==> config.mk <==
export PLATFORM = sky130hd
export DESIGN_NAME = pc_fetch_ctrl
export DESIGN_NICKNAME = d
export VERILOG_FILES = /design/src/rtl/pc_fetch_ctrl.sv
export SDC_FILE = /design/constraint.sdc
export NUM_CORES = 1
export LEC_CHECK = 0
export CAP_MARGIN = 25
export CORE_MARGIN = 4
export CORE_UTILIZATION = 42
export DETAILED_ROUTE_END_ITERATION = 16
export PLACE_DENSITY = 0.83
export REMOVE_ABC_BUFFERS = 1
export SETUP_SLACK_MARGIN = 0.2
export SLEW_MARGIN = 20
export SYNTH_ARGS = -nofsm -noshare
export SYNTH_HDL_FRONTEND = slang
export SYNTH_SLANG_ARGS = --single-unit
==> constraint.sdc <==
create_clock -name Clk -period 2 [get_ports Clk]
set_input_delay 0.4 -clock Clk [delete_from_list [all_inputs] [get_ports Clk]]
set_output_delay 0.4 -clock Clk [all_outputs]
set_load 0.02 [all_outputs]
==> src/rtl/pc_fetch_ctrl.sv <==
// pc_fetch_ctrl - program-counter sequencer for the core fetch stage.
//
// Holds the D-bit program counter. In RUN it advances the PC each cycle or
// loads an absolute branch target. Prog_ctr drives the instruction ROM address.
//
// Optional feature macro: PC_CALL_STACK_EN
//   When it is defined, a DEPTH-entry return-address stack is added for
//   Call/Ret. When it is undefined, Call and Ret are ignored and StackErr
//   is tied to 0.
//
// Ports
//   Clk       in   rising-edge clock
//   Reset_n   in   asynchronous active-low reset
//   Start     in   begin execution (sampled in IDLE/DONE only)
//   Stall     in   hold PC this cycle (RUN only)
//   Halt      in   stop fetching, go to DONE (RUN only)
//   Jump      in   taken branch, load Target
//   Target    in   absolute branch target [D-1:0]
//   Call      in   push return address and load Target (stack build)
//   Ret       in   load popped return address (stack build)
//   Prog_ctr  out  registered PC / ROM address [D-1:0]
//   Running   out  1 while in RUN
//   Done      out  1 while in DONE
//   StackErr  out  sticky stack over/underflow flag
//
// state | meaning
// ------+--------------------------------------------
// IDLE  | after reset, waiting for Start
// RUN   | fetching; PC advances, jumps, stalls
// DONE  | program ended by Halt, waiting for Start

module pc_fetch_ctrl #(
    parameter int             D          = 10,
    parameter logic [D-1:0]   START_ADDR = '0,
    parameter int             DEPTH      = 4
) (
    input  logic         Clk,
    input  logic         Reset_n,
    input  logic         Start,
    input  logic         Stall,
    input  logic         Halt,
    input  logic         Jump,
    input  logic [D-1:0] Target,
    input  logic         Call,
    input  logic         Ret,
    output logic [D-1:0] Prog_ctr,
    output logic         Running,
    output logic         Done,
    output logic         StackErr
);

    typedef enum logic [1:0] {IDLE = 2'd0, RUN = 2'd1, DONE = 2'd2} state_t;

    state_t       state, state_nxt;
    logic [D-1:0] pc_nxt;
    logic [D-1:0] pc_inc;

    assign pc_inc = Prog_ctr + 1'b1;   // natural wrap modulo 2^D

`ifdef PC_CALL_STACK_EN
    localparam int AW  = (DEPTH > 1) ? $clog2(DEPTH) : 1;
    localparam int SPW = $clog2(DEPTH + 1);

    logic [D-1:0]   stack [DEPTH];
    logic [SPW-1:0] sp, sp_nxt, sp_m1;
    logic           err_nxt;
    logic           push_en;

    assign sp_m1 = sp - 1'b1;
`else
    logic [31:0] unused_cfg;
    assign unused_cfg = DEPTH + {30'd0, Call, Ret};
    assign StackErr   = 1'b0;
`endif

    // state and datapath registers
    always_ff @(posedge Clk or negedge Reset_n) begin
        if (!Reset_n) begin
            state    <= IDLE;
            Prog_ctr <= '0;
            Running  <= 1'b0;
            Done     <= 1'b0;
`ifdef PC_CALL_STACK_EN
            sp       <= '0;
            StackErr <= 1'b0;
`endif
        end else begin
            state    <= state_nxt;
            Prog_ctr <= pc_nxt;
            Running  <= (state_nxt == RUN);
            Done     <= (state_nxt == DONE);
`ifdef PC_CALL_STACK_EN
            sp       <= sp_nxt;
            StackErr <= err_nxt;
`endif
        end
    end

`ifdef PC_CALL_STACK_EN
    // Entries above sp are dead, so the storage itself needs no reset.
    always_ff @(posedge Clk) begin
        if (push_en)
            stack[sp[AW-1:0]] <= pc_inc;
    end
`endif

    // next-state logic
    always_comb begin
        state_nxt = state;
        case (state)
            IDLE, DONE: if (Start) state_nxt = RUN;
            RUN:        if (Halt)  state_nxt = DONE;
            default:    state_nxt = IDLE;
        endcase
    end

    // datapath / output next values
    always_comb begin
        pc_nxt = Prog_ctr;
`ifdef PC_CALL_STACK_EN
        sp_nxt  = sp;
        err_nxt = StackErr;
        push_en = 1'b0;
`endif
        case (state)
            IDLE, DONE: begin
                if (Start) begin
                    pc_nxt = START_ADDR;
`ifdef PC_CALL_STACK_EN
                    sp_nxt  = '0;
                    err_nxt = 1'b0;
`endif
                end
            end
            RUN: begin
                if (Halt || Stall) begin
                    pc_nxt = Prog_ctr;
`ifdef PC_CALL_STACK_EN
                end else if (Ret) begin
                    if (sp != '0) begin
                        pc_nxt = stack[sp_m1[AW-1:0]];
                        sp_nxt = sp_m1;
                    end else begin
                        // A return with nothing to pop falls through to increment.
                        pc_nxt  = pc_inc;
                        err_nxt = 1'b1;
                    end
                end else if (Call) begin
                    // On overflow the call still jumps; the return address is lost.
                    pc_nxt = Target;
                    if (sp != SPW'(DEPTH)) begin
                        push_en = 1'b1;
                        sp_nxt  = sp + 1'b1;
                    end else begin
                        err_nxt = 1'b1;
                    end
`endif
                end else if (Jump) begin
                    pc_nxt = Target;
                end else begin
                    pc_nxt = pc_inc;
                end
            end
            default: pc_nxt = '0;
        endcase
    end

endmodule

==> impl_metrics.toml <==
[outcome]
outcome = "finished, final reports clean"

[final_layout]
syn_to_final_growth_pct = 46.6
layout.cells.non_filler = 141
antenna_cells = 0
nNetsFinal = 136
drive_above_1_share_pct = 9.48

[drt]
drtAntennaViolNets = 0
wl_met2_um = 1020
first_pass_iters = 4
vias_per_cell = 5.61
drt_drc_violations_left = 0
drt_wl_total_um = 2040
top_layer_used = "met4"
dr.first_iter.drc_count = 21
avgRoutedWirePerCell_um = 14.5
met3_wirelength_um = 193
wl_met1_um = 803
vias = 791

[grt]
grt_first_pass_wirelength_um = 3220
track_usage_pct = 16.5
grt_max_degree = 15
grt_pass1_vias = 777
grt.overflow.total = 0
antenna_found_initial = 0

[clock_network]
cts_max_level = 1
cts-buffers-inserted = 3
cts_resized = 3
clk_pin_slew_ns = 0.09
cts_buffer_depth = 2
cts_root_buf = "clkbuf_4"
post_cts_buffers = 0
cts-hold-fix-buffers = 0
clkLatencyLatePin_ns = 0.28
cts_tree = "yes"
cts_sinks = 14

[pwr]
vdd_drop_max_mv = 0.514
power.leakage_nw = 0.522
power.total_w = 0.000848
power.density_nw_per_um2 = 740

[flow_run]
max_cap_viol_count = 0

[floorplan]
boundaryPins = 31
die_w_um = 51.2
start_util_pct = 44.8
fp.dieH_um = 51.2
core_um2 = 1750
rows = 15
dieArea_um2 = 2620

[setup_path]
crit_slowest_cell = "clkdlybuf4s50_1"
critPathArrivalTime_ns = 1.35
path_delay_family = "buffers and inverters"
reg2regPathDepth = 3
start_kind = "register"
crit_path_max_fanout = 6
cp-startpoint = "Prog_ctr[3]"
critPathMaxStageDelay_ns = 0.63
reg2reg_from = "state[0]"
worstPathCellList = "clkdlybuf4s50_1"
setup.worst_path.end_class = "output port"
critical_path_buf_inv_count = 1
path_class = "register to output port"
worst-path-stages = 1
cp.required_ns = 1.60

[yosys]
syn-cell-area_um2 = 782
async_reset_ff_share_pct = 100
synth-warning-count = 0
ys_types = 28
synth-seq-area-share_pct = 44.8
synth-seq-cells = 14
synth_area_per_cell_um2 = 9.20
syn_inst = 85
ys.flop_type = "dfrtp_1"
synth-edff-count = 0

[placement]
dpl.cell_count = 137
place.gp.congestion = 0.824
place_hpwl_um = 1490
portBuffers = 27

[sta]
max_clock_freq_mhz = 570
max_slew.worst_pin.slew_ns = 0.661
slew-limit-headroom_pct = 55.8
fin_skew_ns = 0.000500
finalCritPeriodShare_pct = 87.7
fin_crit_ns = 1.75
setup_viol = 0
rsz0062_at_grt = "no"
slew_viol_final = 0
finalHoldViolations = 0

[worst_hold_path]
hold_path_class = "input pin to asynchronous set/reset pin"
[kinds of logic after synthesis]
logic type / share of synthesized area (%)
AND/OR/NAND/NOR: 21.9
AO/OA/AOI/OAI: 19.7
flip-flops: 44.8
buffers and inverters: 4.48
XOR/XNOR: 4.48
multiplexers: 2.56
adder cells (fa/ha/maj): 1.60
other: 0.480
[power by group]
part	switching, W	internal (W)	total (W)
registers	0.0000512	0.000322	0.000373
clock network	0.0000993	0.000111	0.000210
logic	0.000141	0.000124	0.000265
[cell usage after synthesis (2+ instances only)]
cell type   n  share of area (%)
o31ai_1     2                1.9
a21oi_1     3                1.9
mux2i_1     2                2.6
nor3_1      4                2.6
nor3b_1     3                2.9
o22ai_1     5                4.0
nand4_1     3                2.4
o21ai_0     4                2.6
o21ai_1     4                2.6
clkbuf_1    4                1.9
nand3_1     5                3.2
xor2_1      4                4.5
nor2_1      3                1.4
nand2_1     6                2.9
dfrtp_1    14                 45
a32oi_1     5                5.6
inv_1       2               0.96
and3_1      2                1.6
[flip-flops by register name, summed over array words and instances, names as in the netlist]
signal    flops
state         2
Prog_ctr     10
Done          1
Running       1
[path summary, 6_finish.rpt]
kind / endpoint / slack [ns]
setup / recovery: Prog_ctr[3] / 0.25
hold / removal: Prog_ctr[3] / 0.51
setup reg to reg: Prog_ctr[8] / 0.40
hold reg to reg: Prog_ctr[9] / 0.54
max in group asynchronous: state[0] / 1.07
min in group Clk: Prog_ctr[9] / 0.54
[cell type report]
cell class                 instances  area (um^2)
fill                             151          599
clock buffer                       4         36.3
timing repair buffer              33          318
tap                               25         31.3
inverter                           2         7.51
sequential                        14          350
multi-input combinational         63          403
[through the flow]
stage | cell area [um^2] | setup WS, ns | TNS [ns] | hold WS, ns | utilization [%]
global route | 1150 | 0.201 | 0 | 0.558 | 65.7
floorplan | 754 | 0.352 | 0 | 0.104 | -
finish | 1150 | 0.247 | 0 | 0.513 | 65.7
global placement | 1100 | -0.0937 | -0.254 | 0.511 | 63.1
detailed placement | 1100 | -0.126 | -0.506 | 0.521 | 63.1
CTS | 1140 | 0.215 | 0 | 0.532 | 65.4
[layer usage]
metal	global-route usage, %	vias to the layer above
li1	-	383
met1	17.8	373
met2	29.6	32
met3	5.25	3
met4	6.73	0
met5	0	-
[placed cells by master, fill, tap and decap left out]
cell,Yosys,final
clkbuf_8,0,1
conb_1,1,1
and4_1,1,1
xor2_1,4,4
a21oi_1,3,3
or4_1,1,1
buf_4,1,6
nor2_1,3,3
nor3_1,4,4
o22ai_1,5,4
clkbuf_4,0,3
nand2b_1,1,1
o31ai_1,2,2
or4b_1,1,1
dfrtp_1,14,14
nor3b_1,3,3
or2_1,1,1
o21ai_0,4,4
mux2i_1,2,2
dlygate4sd2_1,0,2
o22ai_2,0,1
inv_1,2,2
a22o_1,1,1
o21ai_1,4,4
nand3_1,5,5
nand4_1,3,3
ha_1,1,1
a32oi_1,5,5
and3_1,2,2
clkdlybuf4s50_1,0,23
nand2_1,6,6
dlymetal6s2s_1,0,2
No activity file was read; power rests on OpenSTA's default activity.
